===== config.mk =====
export PLATFORM = sky130hd
export DESIGN_NAME = sram_port_arbiter_flat
export DESIGN_NICKNAME = d
export VERILOG_FILES = /design/src/rtl/sram_port_arbiter_if.sv /design/src/rtl/sram_port_arbiter.sv /design/src/flat_wrapper.sv
export SDC_FILE = /design/constraint.sdc
export NUM_CORES = 1
export LEC_CHECK = 0
export CAP_MARGIN = 10
export CORE_MARGIN = 2
export CORE_UTILIZATION = 27
export DETAILED_ROUTE_END_ITERATION = 8
export PLACE_DENSITY = 0.86
export SETUP_SLACK_MARGIN = 0.5
export SYNTH_ARGS = -nofsm -noshare
export SYNTH_HDL_FRONTEND = slang
export SYNTH_SLANG_ARGS = --single-unit

===== constraint.sdc =====
create_clock -name clk -period 1.8 [get_ports clk]
set_input_delay 0.36 -clock clk [delete_from_list [all_inputs] [get_ports clk]]
set_output_delay 0.36 -clock clk [all_outputs]
set_load 0.1 [all_outputs]

===== src/rtl/sram_port_arbiter_if.sv =====
// Requester-side bus of the grid SRAM arbiter: one request/response channel
// for the wave-expansion engine (a_*) and one for the backtrace engine (b_*).
interface sram_port_arbiter_if #(
    parameter int DATA_WIDTH = 8,
    parameter int ADDR_WIDTH = 8
);
    logic                  a_req;
    logic                  a_we;
    logic [ADDR_WIDTH-1:0] a_addr;
    logic [DATA_WIDTH-1:0] a_wdata;
    logic                  a_gnt;
    logic                  a_rvalid;
    logic [DATA_WIDTH-1:0] a_rdata;
    logic                  a_done;

    logic                  b_req;
    logic                  b_we;
    logic [ADDR_WIDTH-1:0] b_addr;
    logic [DATA_WIDTH-1:0] b_wdata;
    logic                  b_gnt;
    logic                  b_rvalid;
    logic [DATA_WIDTH-1:0] b_rdata;
    logic                  b_done;

    // engines drive requests and completion pulses
    modport master (
        output a_req, a_we, a_addr, a_wdata, a_done,
        output b_req, b_we, b_addr, b_wdata, b_done,
        input  a_gnt, a_rvalid, a_rdata,
        input  b_gnt, b_rvalid, b_rdata
    );

    // arbiter answers with grants and read data
    modport slave (
        input  a_req, a_we, a_addr, a_wdata, a_done,
        input  b_req, b_we, b_addr, b_wdata, b_done,
        output a_gnt, a_rvalid, a_rdata,
        output b_gnt, b_rvalid, b_rdata
    );
endinterface


===== src/rtl/sram_port_arbiter.sv =====
// Two-requester arbiter/sequencer for the maze router's single-port grid SRAM.
// Round-robin between the wave-expansion (A) and backtrace (B) engines, raises
// the SRAM dump trigger once both engines report completion.
// Build option: SRAM_CLEAR_EN adds a post-reset sweep writing zero to every
// word (RAM_DEPTH words); without it reset lands directly in RUN and the
// RAM_DEPTH parameter does not exist.
//
// state  | meaning
// CLEAR  | post-reset zero sweep of the grid, no grants
// RUN    | normal round-robin arbitration
// DRAIN  | both engines done, last granted read still returning
// FINISH | dump trigger raised, held until rst
module sram_port_arbiter #(
    parameter int DATA_WIDTH = 8,
    parameter int ADDR_WIDTH = 8
`ifdef SRAM_CLEAR_EN
    ,parameter int RAM_DEPTH = 1 << ADDR_WIDTH
`endif
) (
    input  logic                  clk,
    input  logic                  rst,
    sram_port_arbiter_if.slave    req_bus,
    output logic                  sram_cs,
    output logic                  sram_we,
    output logic [ADDR_WIDTH-1:0] sram_address,
    output logic [DATA_WIDTH-1:0] sram_data_in,
    input  logic [DATA_WIDTH-1:0] sram_data_out,
    output logic                  sram_D,
    output logic                  busy
);
    typedef enum logic [1:0] {
        CLEAR  = 2'd0,
        RUN    = 2'd1,
        DRAIN  = 2'd2,
        FINISH = 2'd3
    } state_t;

`ifdef SRAM_CLEAR_EN
    localparam state_t RESET_STATE = CLEAR;
    localparam int     CNT_W       = (RAM_DEPTH > 1) ? $clog2(RAM_DEPTH) : 1;
`else
    localparam state_t RESET_STATE = RUN;
`endif

    state_t state, state_next;
    logic   a_flag, b_flag;
    logic   last_b;
    logic   a_rvalid_q, b_rvalid_q;
    logic   run_active, a_elig, b_elig, a_gnt_i, b_gnt_i;
    logic   both_done_next, read_now;

    // rst gates grants so a request in a reset cycle never completes
    assign run_active = (state == RUN) && !rst;
    assign a_elig     = req_bus.a_req && !a_flag;
    assign b_elig     = req_bus.b_req && !b_flag;
    assign a_gnt_i    = run_active && a_elig && (!b_elig || last_b);
    assign b_gnt_i    = run_active && b_elig && (!a_elig || !last_b);

    // done flags take effect for the grant decision only from the next cycle,
    // but the exit decision looks at this cycle's pulses
    assign both_done_next = (a_flag || req_bus.a_done) && (b_flag || req_bus.b_done);
    assign read_now       = (a_gnt_i && !req_bus.a_we) || (b_gnt_i && !req_bus.b_we);

    assign req_bus.a_gnt    = a_gnt_i;
    assign req_bus.b_gnt    = b_gnt_i;
    assign req_bus.a_rvalid = a_rvalid_q;
    assign req_bus.b_rvalid = b_rvalid_q;
    assign req_bus.a_rdata  = a_rvalid_q ? sram_data_out : '0;
    assign req_bus.b_rdata  = b_rvalid_q ? sram_data_out : '0;

    assign sram_D = (state == FINISH) && !rst;
    assign busy   = rst ? (RESET_STATE == CLEAR) : (state == CLEAR || state == FINISH);

`ifdef SRAM_CLEAR_EN
    logic [CNT_W-1:0] clr_cnt;
    logic             clr_last;

    assign clr_last = (clr_cnt == CNT_W'(RAM_DEPTH - 1));

    // sweep address counter, holds at the last word once the sweep is over
    always_ff @(posedge clk) begin
        if (rst)
            clr_cnt <= '0;
        else if (state == CLEAR && !clr_last)
            clr_cnt <= clr_cnt + CNT_W'(1);
    end
`endif

    // state register
    always_ff @(posedge clk) begin
        if (rst)
            state <= RESET_STATE;
        else
            state <= state_next;
    end

    // next-state decode
    always_comb begin
        state_next = state;
        case (state)
`ifdef SRAM_CLEAR_EN
            CLEAR:   if (clr_last) state_next = RUN;
`endif
            RUN:     if (both_done_next) state_next = read_now ? DRAIN : FINISH;
            DRAIN:   state_next = FINISH;
            FINISH:  state_next = FINISH;
            default: state_next = RESET_STATE;
        endcase
    end

    // sticky done flags, round-robin pointer and read-return strobes
    always_ff @(posedge clk) begin
        if (rst) begin
            a_flag     <= 1'b0;
            b_flag     <= 1'b0;
            last_b     <= 1'b1;
            a_rvalid_q <= 1'b0;
            b_rvalid_q <= 1'b0;
        end else begin
            if (req_bus.a_done) a_flag <= 1'b1;
            if (req_bus.b_done) b_flag <= 1'b1;
            if (a_gnt_i)
                last_b <= 1'b0;
            else if (b_gnt_i)
                last_b <= 1'b1;
            a_rvalid_q <= a_gnt_i && !req_bus.a_we;
            b_rvalid_q <= b_gnt_i && !req_bus.b_we;
        end
    end

    // SRAM port drive: sweep writes in CLEAR, granted port in RUN, idle otherwise
    always_comb begin
        sram_cs      = 1'b0;
        sram_we      = 1'b0;
        sram_address = '0;
        sram_data_in = '0;
        case (state)
`ifdef SRAM_CLEAR_EN
            CLEAR: begin
                if (!rst) begin
                    sram_cs      = 1'b1;
                    sram_we      = 1'b1;
                    sram_address = ADDR_WIDTH'(clr_cnt);
                end
            end
`endif
            RUN: begin
                sram_cs = a_gnt_i || b_gnt_i;
                if (a_gnt_i) begin
                    sram_we      = req_bus.a_we;
                    sram_address = req_bus.a_addr;
                    sram_data_in = req_bus.a_wdata;
                end else if (b_gnt_i) begin
                    sram_we      = req_bus.b_we;
                    sram_address = req_bus.b_addr;
                    sram_data_in = req_bus.b_wdata;
                end
            end
            default: ;
        endcase
    end
endmodule


===== src/flat_wrapper.sv =====
// flat-port wrapper written by rule: the top's interface ports become plain ports
module sram_port_arbiter_flat 
#(
    parameter int DATA_WIDTH = 8,
    parameter int ADDR_WIDTH = 8

)
  (clk, rst, sram_cs, sram_we, sram_address, sram_data_in, sram_data_out, sram_D, busy, req_bus_a_req, req_bus_a_we, req_bus_a_addr, req_bus_a_wdata, req_bus_a_done, req_bus_b_req, req_bus_b_we, req_bus_b_addr, req_bus_b_wdata, req_bus_b_done, req_bus_a_gnt, req_bus_a_rvalid, req_bus_a_rdata, req_bus_b_gnt, req_bus_b_rvalid, req_bus_b_rdata);
  sram_port_arbiter_if #(.DATA_WIDTH(DATA_WIDTH), .ADDR_WIDTH(ADDR_WIDTH)) req_bus_i ();
  input  logic clk;
  input  logic rst;
  output logic sram_cs;
  output logic sram_we;
  output logic [ADDR_WIDTH-1:0] sram_address;
  output logic [DATA_WIDTH-1:0] sram_data_in;
  input  logic [DATA_WIDTH-1:0] sram_data_out;
  output logic sram_D;
  output logic busy;
  input wire logic [$bits(req_bus_i.a_req)-1:0] req_bus_a_req;
  input wire logic [$bits(req_bus_i.a_we)-1:0] req_bus_a_we;
  input wire logic [$bits(req_bus_i.a_addr)-1:0] req_bus_a_addr;
  input wire logic [$bits(req_bus_i.a_wdata)-1:0] req_bus_a_wdata;
  input wire logic [$bits(req_bus_i.a_done)-1:0] req_bus_a_done;
  input wire logic [$bits(req_bus_i.b_req)-1:0] req_bus_b_req;
  input wire logic [$bits(req_bus_i.b_we)-1:0] req_bus_b_we;
  input wire logic [$bits(req_bus_i.b_addr)-1:0] req_bus_b_addr;
  input wire logic [$bits(req_bus_i.b_wdata)-1:0] req_bus_b_wdata;
  input wire logic [$bits(req_bus_i.b_done)-1:0] req_bus_b_done;
  output wire logic [$bits(req_bus_i.a_gnt)-1:0] req_bus_a_gnt;
  output wire logic [$bits(req_bus_i.a_rvalid)-1:0] req_bus_a_rvalid;
  output wire logic [$bits(req_bus_i.a_rdata)-1:0] req_bus_a_rdata;
  output wire logic [$bits(req_bus_i.b_gnt)-1:0] req_bus_b_gnt;
  output wire logic [$bits(req_bus_i.b_rvalid)-1:0] req_bus_b_rvalid;
  output wire logic [$bits(req_bus_i.b_rdata)-1:0] req_bus_b_rdata;
  assign req_bus_i.a_req = req_bus_a_req;
  assign req_bus_i.a_we = req_bus_a_we;
  assign req_bus_i.a_addr = req_bus_a_addr;
  assign req_bus_i.a_wdata = req_bus_a_wdata;
  assign req_bus_i.a_done = req_bus_a_done;
  assign req_bus_i.b_req = req_bus_b_req;
  assign req_bus_i.b_we = req_bus_b_we;
  assign req_bus_i.b_addr = req_bus_b_addr;
  assign req_bus_i.b_wdata = req_bus_b_wdata;
  assign req_bus_i.b_done = req_bus_b_done;
  assign req_bus_a_gnt = req_bus_i.a_gnt;
  assign req_bus_a_rvalid = req_bus_i.a_rvalid;
  assign req_bus_a_rdata = req_bus_i.a_rdata;
  assign req_bus_b_gnt = req_bus_i.b_gnt;
  assign req_bus_b_rvalid = req_bus_i.b_rvalid;
  assign req_bus_b_rdata = req_bus_i.b_rdata;
  sram_port_arbiter #(.DATA_WIDTH(DATA_WIDTH), .ADDR_WIDTH(ADDR_WIDTH)) u_core (.clk(clk), .rst(rst), .req_bus(req_bus_i), .sram_cs(sram_cs), .sram_we(sram_we), .sram_address(sram_address), .sram_data_in(sram_data_in), .sram_data_out(sram_data_out), .sram_D(sram_D), .busy(busy));
endmodule

==> results of run 1 <==
==> metrics by stage <==
step / setup slack, ps / hold slack [ps]
2_1_floorplan: -488 / 423
3_3_place_gp: -462 / 566
3_5_place_dp: -494 / 568
==> kinds of logic after synthesis <==
logic type	count (synthesis)	synth area share, %
AND/OR/NAND/NOR	68	42.0
AO/OA/AOI/OAI	23	22.3
buffers and inverters	10	9.94
flip-flops	7	17.9
adder cells (fa/ha/maj)	4	6.41
multiplexers	1	1.44
==> impl_metrics.ini, run 1 <==
[synth]
ys_seq_elements = 7
synth_common_cells = 34 x nand2_1, 16 x and2_1, 10 x nor2_1, 9 x a21oi_2, 8 x a21oi_1
yosysWarnings = 0
ys_seq_area_share_pct = 17.9
yosysMostFrequentCell = nand2_1
synth_cells = 113
synth_nets = 165
synthFlopType = dfxtp_1
synth_top_cells_by_area = dfxtp_1 18%, nand2_1 16%, and2_1 13%
synthArstFlopShare_pct = 0
netlist-cell-type-count = 24
synth_top_area_share_pct = 17.9
syn_avg_cell_area_um2 = 6.91
yosysTopAreaCell = dfxtp_1
synth_edf_count = 0
synthesis.area_um2 = 781

[cts]
cts_resized = 81
cts_setup_buffers = 13
cts_buffers = 3
clk_path_buf_depth = 2
htree_levels = 1
holdBufCountCts = 0
cts_root_buf = clkbuf_4
cts_sinks = 7

[place]
io_buffers = 87
place_inst = 243
place_area_um2 = 2480
routabilityCongestion = 0.858
hpwl_mm = 3.40

[run_status]
tool.error = [ERROR DPL-0038] Utilization greater than 100%, impossible to legalize
status = stopped before the end
haltStage = clock tree synthesis

[floorplanning]
ios = 88
die_height_um = 57.8
initial_core_util_pct = 28.3
die_w_um = 57.8
rows = 19
==> run 2, diff against run 1 <==
Settings changed: CORE_AREA from default to 2 2 63 65, CORE_MARGIN 2 to default, CORE_UTILIZATION 27 to default, DIE_AREA from default to 0 0 65 67, PLACE_DENSITY 0.86 to default, PLACE_DENSITY_LB_ADDON from default to 0.15, SETUP_SLACK_MARGIN 0.5 to default.
==> run 2 against run 1 <==
  * Area after synthesis stayed put
  * The flow now finishes, with violations (negative setup slack)
  * Synthesized cell count stayed put
==> impl_metrics.ini, run 2 <==
[floorplanning]
core_area_um2 = 3610
die_w_um = 65
rows = 22
die_height_um = 67
ios = 88
initial_core_util_pct = 21.7
design.die.area_um2 = 4360

[grt]
grt_max_degree = 12
busiest_layer = met2
gr-usage-met3_pct = 4.56
grt_pass1_wl_mm = 5.77
grt_usage_pct = 17.0
grt_pass1_vias = 1244
overflow = 0
met1_usage_pct = 17.6
use_met2_pct = 32.7
antenna_found_initial = 0

[finish]
fin_util_pct = 77.9
top_register = u_core.state
area_growth_pct = 260
drive_gt1_share_pct = 64.8
antenna_cells = 0
final_nets = 280
final_cell_mix = 44 x clkdlybuf4s50_1, 44 x buf_12, 27 x nand2_4, 17 x a21oi_4
largest_register_ff_count = 2

[worst_setup_path]
worst_setup_path_start_kind = flop
cp-end-kind = primary output
critPathRequiredTime_ps = 1440
critical_path_class = reg2out
path_max_fanout = 9
worst-path-buf-inv = 4
slowest_delay_ps = 320
critPathMostFrequentCell = buf_12
cpLargestDelayFamily = buffers and inverters
cp_data_arrival_time_ps = 1820
crit_chain = inv_2, ha_4, and4bb_2, o21ai_4, clkinv_4, buf_12, nand2_4, a21oi_4, buf_12
cp_slowest_cell = dfxtp_2

[sta]
setup_viol = 20
layout_min_cycle_time_ps = 2180
hold_viol = 0
min_period_over_period_pct = 121
whs_ps = 496
slew_headroom_pct = 69.6
worst_pin_slew_ps = 454
fmax_mhz = 460
rsz0062_at_grt = true
drv_slew = 0
clock_skew_ps = 2.37
layout_setup_ws_ps = -375

[power]
internal_power_mw = 0.826
p_sw_share_pct = 47.5
p_seq_share_pct = 12.0
p_comb_share_pct = 74.1
p_sw_mw = 0.749
leakagePower_nw = 1.15
vdd.ir_drop.worst_mv = 0.291
power.density_nw_per_um2 = 561
p_clk_share_pct = 13.9

[synth]
synth_cells = 113
ys_seq_elements = 7
ys_seq_area_share_pct = 17.9
synthesis.area_um2 = 781
synth_nets = 165
synth_top_cells_by_area = dfxtp_1 18%, nand2_1 16%, and2_1 13%
synth_top_area_share_pct = 17.9
syn_avg_cell_area_um2 = 6.91
synthFlopType = dfxtp_1
synth_edf_count = 0
synthArstFlopShare_pct = 0
yosysTopAreaCell = dfxtp_1
yosysMostFrequentCell = nand2_1
synth_common_cells = 34 x nand2_1, 16 x and2_1, 10 x nor2_1, 9 x a21oi_2, 8 x a21oi_1
netlist-cell-type-count = 24
yosysWarnings = 0

[cts]
clk_latency_ps = 230
cts_sinks = 7
cts_root_buf = clkbuf_8
htree_levels = 1
cts_buffers = 3
cts_tree = done
clk_path_buf_depth = 2
clk_pin_slew_ps = 40

[min_path]
min_path_type = reg2reg

[place]
routabilityCongestion = 0.734
io_buffers = 87
hpwl_mm = 2.98

[drt]
via_per_inst = 4.39
detail_route.iter0.violations = 18
post_drt_wl_per_cell_um = 13.6
remaining_drc_errors = 0
vias = 1208
wl_mm = 3.75
drtPass1Iterations = 4
postRouteAntennaNets = 0

[flow_run]
maxCapViolations = 0

[run_status]
failed_checks = negative setup slack
status = finished, violations left
-- run 2: logic make-up after synthesis --
logic type	synth area share, %
AO/OA/AOI/OAI	22.3
adder cells (fa/ha/maj)	6.41
buffers and inverters	9.94
flip-flops	17.9
multiplexers	1.44
AND/OR/NAND/NOR	42.0
-- run 2: area by class of cell --
cell class,instances,area (µm²)
timing repair buffer,113,1540
timing repair inverter,1,8.76
multi-input combinational,96,973
fill,229,797
tap,48,60.1
clock buffer,4,45.0
inverter,6,37.5
sequential,7,145
-- run 2: worst reg2reg max path: cells and delay by family (launching register included) --
kind / cells / cell delay, ps
buffers and inverters: 4 / 440
DFF: 1 / 320
AOI/OAI and AO/OA: 2 / 280
adders and majority gates: 1 / 130
and+or+nand+nor: 2 / 330
-- run 2: final timing paths --
path                   startpoint               to  slack (ps)  depth (start not counted)
setup / recovery  u_core.state[1]  sram_data_in[0]        -380                          9
hold / removal      u_core.a_flag    u_core.a_flag         500                          2
setup reg to reg  u_core.state[1]  u_core.state[0]         180                          9
hold reg to reg     u_core.a_flag    u_core.a_flag         500                          2
-- run 2: power by group through the flow --
stage | Sequential (mW) | Clock (mW) | Combinational, mW
finish | 0.189 | 0.219 | 1.17
global route | 0.191 | 0.238 | 1.21
CTS | 0.189 | 0.225 | 1.10
detailed placement | 0.193 | 0 | 1.03
global placement | 0.191 | 0 | 1.02
floorplan | 0.203 | 0 | 0.618
-- run 2: layer usage --
metal / vias to the layer above / share of wire (%) / routed length [µm]
met5: - / 0 / 0
li1: 593 / - / -
met2: 62 / 53 / 1990
met4: 0 / 1.1 / 41
met3: 4 / 9.7 / 365
met1: 549 / 36 / 1350
-- run 2: repair_timing --
item                                    4_1_cts  5_1_grt
gates cloned                                  1        0
endpoints found under the setup margin       20       21
buffers inserted                              5       11
pin swaps                                    28       17
endpoints found under the hold margin         0        0
hold buffers                                  0        0
gates resized for setup                      39       15
-- run 2: stage by stage --
step                setup TNS (ps)  instances  worst slack (ps)  power (mW)  instance area, µm²
finish                       -6820        275              -375        1.58                2810
global route                 -8210        275              -448        1.64                2810
CTS                          -6980        265              -391        1.51                2650
detailed placement           -9510        255              -527        1.22                2430
global placement             -8920        255              -490        1.21                2430
floorplan                    -7610        113              -488       0.821                1080
No activity file was read; power rests on OpenSTA's default activity.
==> run 3, diff against run 2 <==
Settings changed: ABC_AREA from default to 1.
==> run 3 against run 2 <==
  * The run still ends with negative setup slack left
  * Synthesized cell count grew 0.88%
  * Wire length grew 8.7%
  * Non-clock buffer count shrank 13
  * Critical path depth is the same
  * Worst setup slack gained 230 ps
  * Register-to-register slack gained 200 ps
  * Via count shrank 5.1%
  * Fmax grew 12%
  * Critical endpoint is now sram_we
  * Sequential share of layout area grew 0.64 points
  * Combinational power is essentially flat
==> impl_metrics.ini, run 3 <==
[sta]
clock_skew_ps = 5.62
fmax_mhz = 514
layout_min_cycle_time_ps = 1950
rsz0062_at_grt = true
setup_viol = 20
whs_ps = 539
drv_slew = 0
layout_setup_ws_ps = -147
fin_tns_setup_ps = -2190
worst_pin_slew_ps = 204
hold_viol = 0
min_period_over_period_pct = 108
slew_headroom_pct = 86.4

[drt]
remaining_drc_errors = 0
drtPass1Iterations = 4
via_per_inst = 4.31
postRouteAntennaNets = 0
wl_mm = 4.08
post_drt_wl_per_cell_um = 15.3
vias = 1146
detail_route.iter0.violations = 29

[grt]
grt_pass1_wl_mm = 5.58
overflow = 0
antenna_found_initial = 0
grt_max_degree = 10
grt_pass1_vias = 1155
grt_usage_pct = 16.8

[synth]
synth_cells = 114
ys_seq_area_share_pct = 18.9
synth_nets = 166
synth_top_area_share_pct = 18.9
synthFlopType = dfxtp_1
synth_edf_count = 0
synth_top_cells_by_area = dfxtp_1 19%, inv_1 16%, nand2_1 15%
synth_common_cells = 31 x inv_1, 30 x nand2_1, 9 x a22o_1, 7 x a22o_2, 7 x dfxtp_1
synthesis.area_um2 = 741
ys_seq_elements = 7
netlist-cell-type-count = 18
syn_avg_cell_area_um2 = 6.50
yosysTopAreaCell = dfxtp_1
yosysWarnings = 0
synthArstFlopShare_pct = 0
yosysMostFrequentCell = inv_1

[power]
power.density_nw_per_um2 = 629
p_comb_share_pct = 73.4
p_clk_share_pct = 14.4
vdd.ir_drop.worst_mv = 0.753
p_sw_mw = 0.769
p_sw_share_pct = 49.0
leakagePower_nw = 1.08
internal_power_mw = 0.802
p_seq_share_pct = 12.2
report.power.total_mw = 1.57

[place]
io_buffers = 87
place_area_um2 = 2190
place_inst = 250
post-place-ws_ps = -286
routabilityCongestion = 0.757
hpwl_mm = 2.95

[cts]
cts_root_buf = clkbuf_8
clk_pin_slew_ps = 50
clk_path_buf_depth = 2
cts_sinks = 7
cts_tree = done
htree_levels = 1
cts_buffers = 3
clk_latency_ps = 230

[flow_run]
maxCapViolations = 0

[finish]
final_cell_mix = 44 x clkdlybuf4s50_1, 40 x buf_12, 27 x nand2_1, 17 x clkinvlp_4, 16 x a22o_4
final_common_cell = clkdlybuf4s50_1
fin_cells = 266
final_nets = 271
fin_util_pct = 69.3
largest_register_ff_count = 2
final_cell_area_um2 = 2500
area_growth_pct = 237
antenna_cells = 0
top_register = u_core.state
fillers = 283
drive_gt1_share_pct = 54.6

[worst_setup_path]
cp-end-kind = primary output
cp_data_arrival_time_ps = 1590
critPathRequiredTime_ps = 1440
path_max_fanout = 5
worst_setup_path_start_kind = flop
critical_path_class = reg2out

[floorplanning]
initial_core_util_pct = 20.5
die_height_um = 67
core_area_um2 = 3610
rows = 22
design.die.area_um2 = 4360
die_w_um = 65
ios = 88

[run_status]
status = finished, violations left
failed_checks = negative setup slack

[min_path]
min_path_type = reg2reg
==> run 3: cell count changes in the layout (fill, tap and decap cells not counted), sizes merged, moves of 2 or more <==
cell,change
nor2,-6
nand2,-2
o21ai,-3
nand3,+5
buf,-13
a21oi,-14
a22o,+16
inv,+17
and4bb,-2
clkinvlp,+15
and2,-16
==> run 3: area by class of cell <==
class | count | area (µm²) | share of cell area (%)
Clock buffer | 3 | 41.3 | 1.65
Multi-Input combinational cell | 69 | 639 | 25.6
Sequential cell | 7 | 145 | 5.81
Tap cell | 48 | 60.1 | 2.40
Timing Repair Buffer | 100 | 1370 | 54.7
Clock inverter | 1 | 5.00 | 0.200
Inverter | 34 | 206 | 8.27
Timing Repair inverter | 4 | 35.0 | 1.40
==> run 3: timing repair <==
item	CTS	global route
setup buffers	4	4
pin swaps	5	7
setup endpoints to repair	20	20
gates cloned	3	1
hold buffers	0	0
gates resized for setup	26	12
==> run 3: cells by family after synthesis <==
kind of cell,count (synthesis),share of synthesized area (%)
AND/OR/NAND/NOR,44,28.5
flip-flops,7,18.9
AO/OA/AOI/OAI,21,23.8
adder cells (fa/ha/maj),4,6.76
buffers and inverters,38,22.0
==> run 3: worst paths after layout <==
kind	slack, ps	startpoint	end	depth (start not counted)
setup / recovery	-150	u_core.state[1]	sram_we	9
hold / removal	540	u_core.b_flag	u_core.b_flag	2
setup reg to reg	380	u_core.state[1]	u_core.last_b	9
hold reg to reg	540	u_core.b_flag	u_core.b_flag	2
==> run 3: routing by layer <==
layer  global-route usage [%]  routed length [µm]
met5                        0                   0
met4                     2.66                  61
met3                     2.87                 213
met2                     34.4                2300
met1                     17.9                1500
==> run 3: critical path, cell delays in order, from the launching register on <==
cell and delay [ps]:
dfxtp_2 320, inv_2 70, ha_4 150, nand2_4 70
nor2_4 120, nand2_4 120, o21ai_2 160, nand2_2 80
clkinvlp_4 80, buf_12 160
==> run 3: power by group through the flow <==
stage               logic [mW]  registers (mW)  clock network [mW]
floorplan                0.616           0.200                   0
global placement          1.00           0.193                   0
detailed placement        1.02           0.195                   0
CTS                       1.10           0.193               0.231
global route              1.20           0.194               0.243
finish                    1.15           0.192               0.226
==> run 4, diff against run 3 <==
Settings changed: DONT_BUFFER_PORTS from default to 1.
==> run 4 against run 3 <==
  * The run still ends with negative setup slack left
  * Global-route usage down 5.5 points
  * Clock skew is 2.7 ps lower
  * Die area unchanged
  * Final cell count down 23%
  * Worst hold slack got worse by 350 ps
  * Via count shrank 22%
  * Flip-flop and latch count stayed put
  * Combinational power decreased by 24%
  * Critical path type unchanged
  * Critical endpoint is now sram_data_in[3]
==> impl_metrics.ini, run 4 (synthesis gave the netlist of run 3 again) <==
[worst_setup_path]
critical_path_class = reg2out
r2r_slack_ps = 550
cp_data_arrival_time_ps = 1510
worst_setup_path_start_kind = flop
cp-end-kind = primary output
worstRegToRegCells = 7
path_max_fanout = 18
critPathRequiredTime_ps = 1440

[finish]
final_nets = 209
final_cell_area_um2 = 1690
largest_register_ff_count = 2
fillers = 347
fin_util_pct = 46.8
final_common_cell = buf_12
drive_gt1_share_pct = 62.2
top_register = u_core.state
area_growth_pct = 128
final_cell_mix = 33 x buf_12, 29 x nand2_1, 17 x clkinvlp_4, 14 x a22o_2, 13 x inv_1
antenna_cells = 0

[sta]
fin_tns_setup_ps = -1090
clock_skew_ps = 2.90
setup_viol = 17
min_period_over_period_pct = 104
whs_ps = 189
hold_viol = 0
drv_slew = 0
layout_setup_ws_ps = -74.9
fmax_mhz = 533
worst_pin_slew_ps = 287
rsz0062_at_grt = true
layout_min_cycle_time_ps = 1870
slew_headroom_pct = 81.0

[drt]
post_drt_wl_per_cell_um = 13.0
vias = 898
wl_mm = 2.65
drtPass1Iterations = 4
remaining_drc_errors = 0
detail_route.iter0.violations = 35
via_per_inst = 4.40
postRouteAntennaNets = 0

[place]
place_area_um2 = 1580
io_buffers = 0
hpwl_mm = 2.31
routabilityCongestion = 0.802

[cts]
cts_tree = done
cts_buffers = 3
htree_levels = 1
clk_pin_slew_ps = 40
cts_sinks = 7
clk_path_buf_depth = 2
cts_root_buf = clkbuf_8
holdBufCountCts = 0
clk_latency_ps = 230

[power]
vdd.ir_drop.worst_mv = 0.459
leakagePower_nw = 0.706
p_sw_mw = 0.672
p_seq_share_pct = 14.8
p_comb_share_pct = 67.9
internal_power_mw = 0.621
power.density_nw_per_um2 = 766
p_clk_share_pct = 17.3
p_sw_share_pct = 52.0

[grt]
antenna_found_initial = 0
grt_pass1_wl_mm = 3.73
grt_usage_pct = 11.3
grt_max_degree = 19
grt_pass1_vias = 806
overflow = 0

[floorplanning]
die_w_um = 65
core_area_um2 = 3610
rows = 22
initial_core_util_pct = 20.5
die_height_um = 67
ios = 88
design.die.area_um2 = 4360

[run_status]
status = finished, violations left
failed_checks = negative setup slack

[min_path]
min_path_type = in2reg
whs_path_depth = 1

[flow_run]
maxCapViolations = 0
[run 4: timing repair]
item                                    CTS  global route
gates resized for setup                  10             3
endpoints found under the setup margin   19            20
setup buffers                             3             1
[run 4: final cells by class]
type                            instances  area, µm²  share of cell area [%]
Timing Repair Buffer                   42        736                    43.6
Multi-Input combinational cell         69        494                    29.3
Inverter                               34        206                    12.2
Sequential cell                         7        148                    8.74
Tap cell                               48       60.1                    3.56
Clock buffer                            4       45.0                    2.67
[run 4: through the flow]
stage / power (mW) / worst slack [ps] / instances
global placement: 1.04 / 103 / 196
floorplan: 0.816 / -142 / 114
finish: 1.29 / -74.9 / 204
CTS: 1.30 / -64.4 / 203
detailed placement: 1.05 / 43.7 / 196
global route: 1.35 / -150 / 204
[run 4: worst paths after layout]
path / start / end
worst max register to register: u_core.state[0] / u_core.state[0]
worst max-delay path: u_core.state[1] / sram_data_in[3]
worst min-delay path: rst / u_core.state[1]
worst min register to register: u_core.b_flag / u_core.b_flag
[run 4: power groups by stage]
stage                     clock network (mW)  registers (mW)  logic, mW
after global routing                   0.244           0.194      0.916
final                                  0.224           0.192      0.878
after global placement                     0           0.192      0.845
after CTS                              0.232           0.191      0.876
after floorplan                            0           0.200      0.616
after detailed placement                   0           0.192      0.855
[run 4: worst max-delay path: stages (launching register included)]
cell	delay (ps)
dfxtp_2	310
inv_2	70
ha_4	150
nand2_4	70
nor2_4	120
nand2_4	90
inv_8	120
a22o_2	180
buf_12	170
[run 4: metal layers]
| metal | track usage [%] | vias to the layer above | part of all wire (%) |
|---|---|---|---|
| met5 | 0 | - | 0 |
| met4 | 5.32 | 0 | 2.0 |
| met3 | 5.24 | 6 | 12 |
| met2 | 20.1 | 50 | 52 |
| met1 | 11.1 | 408 | 34 |
| li1 | - | 434 | - |
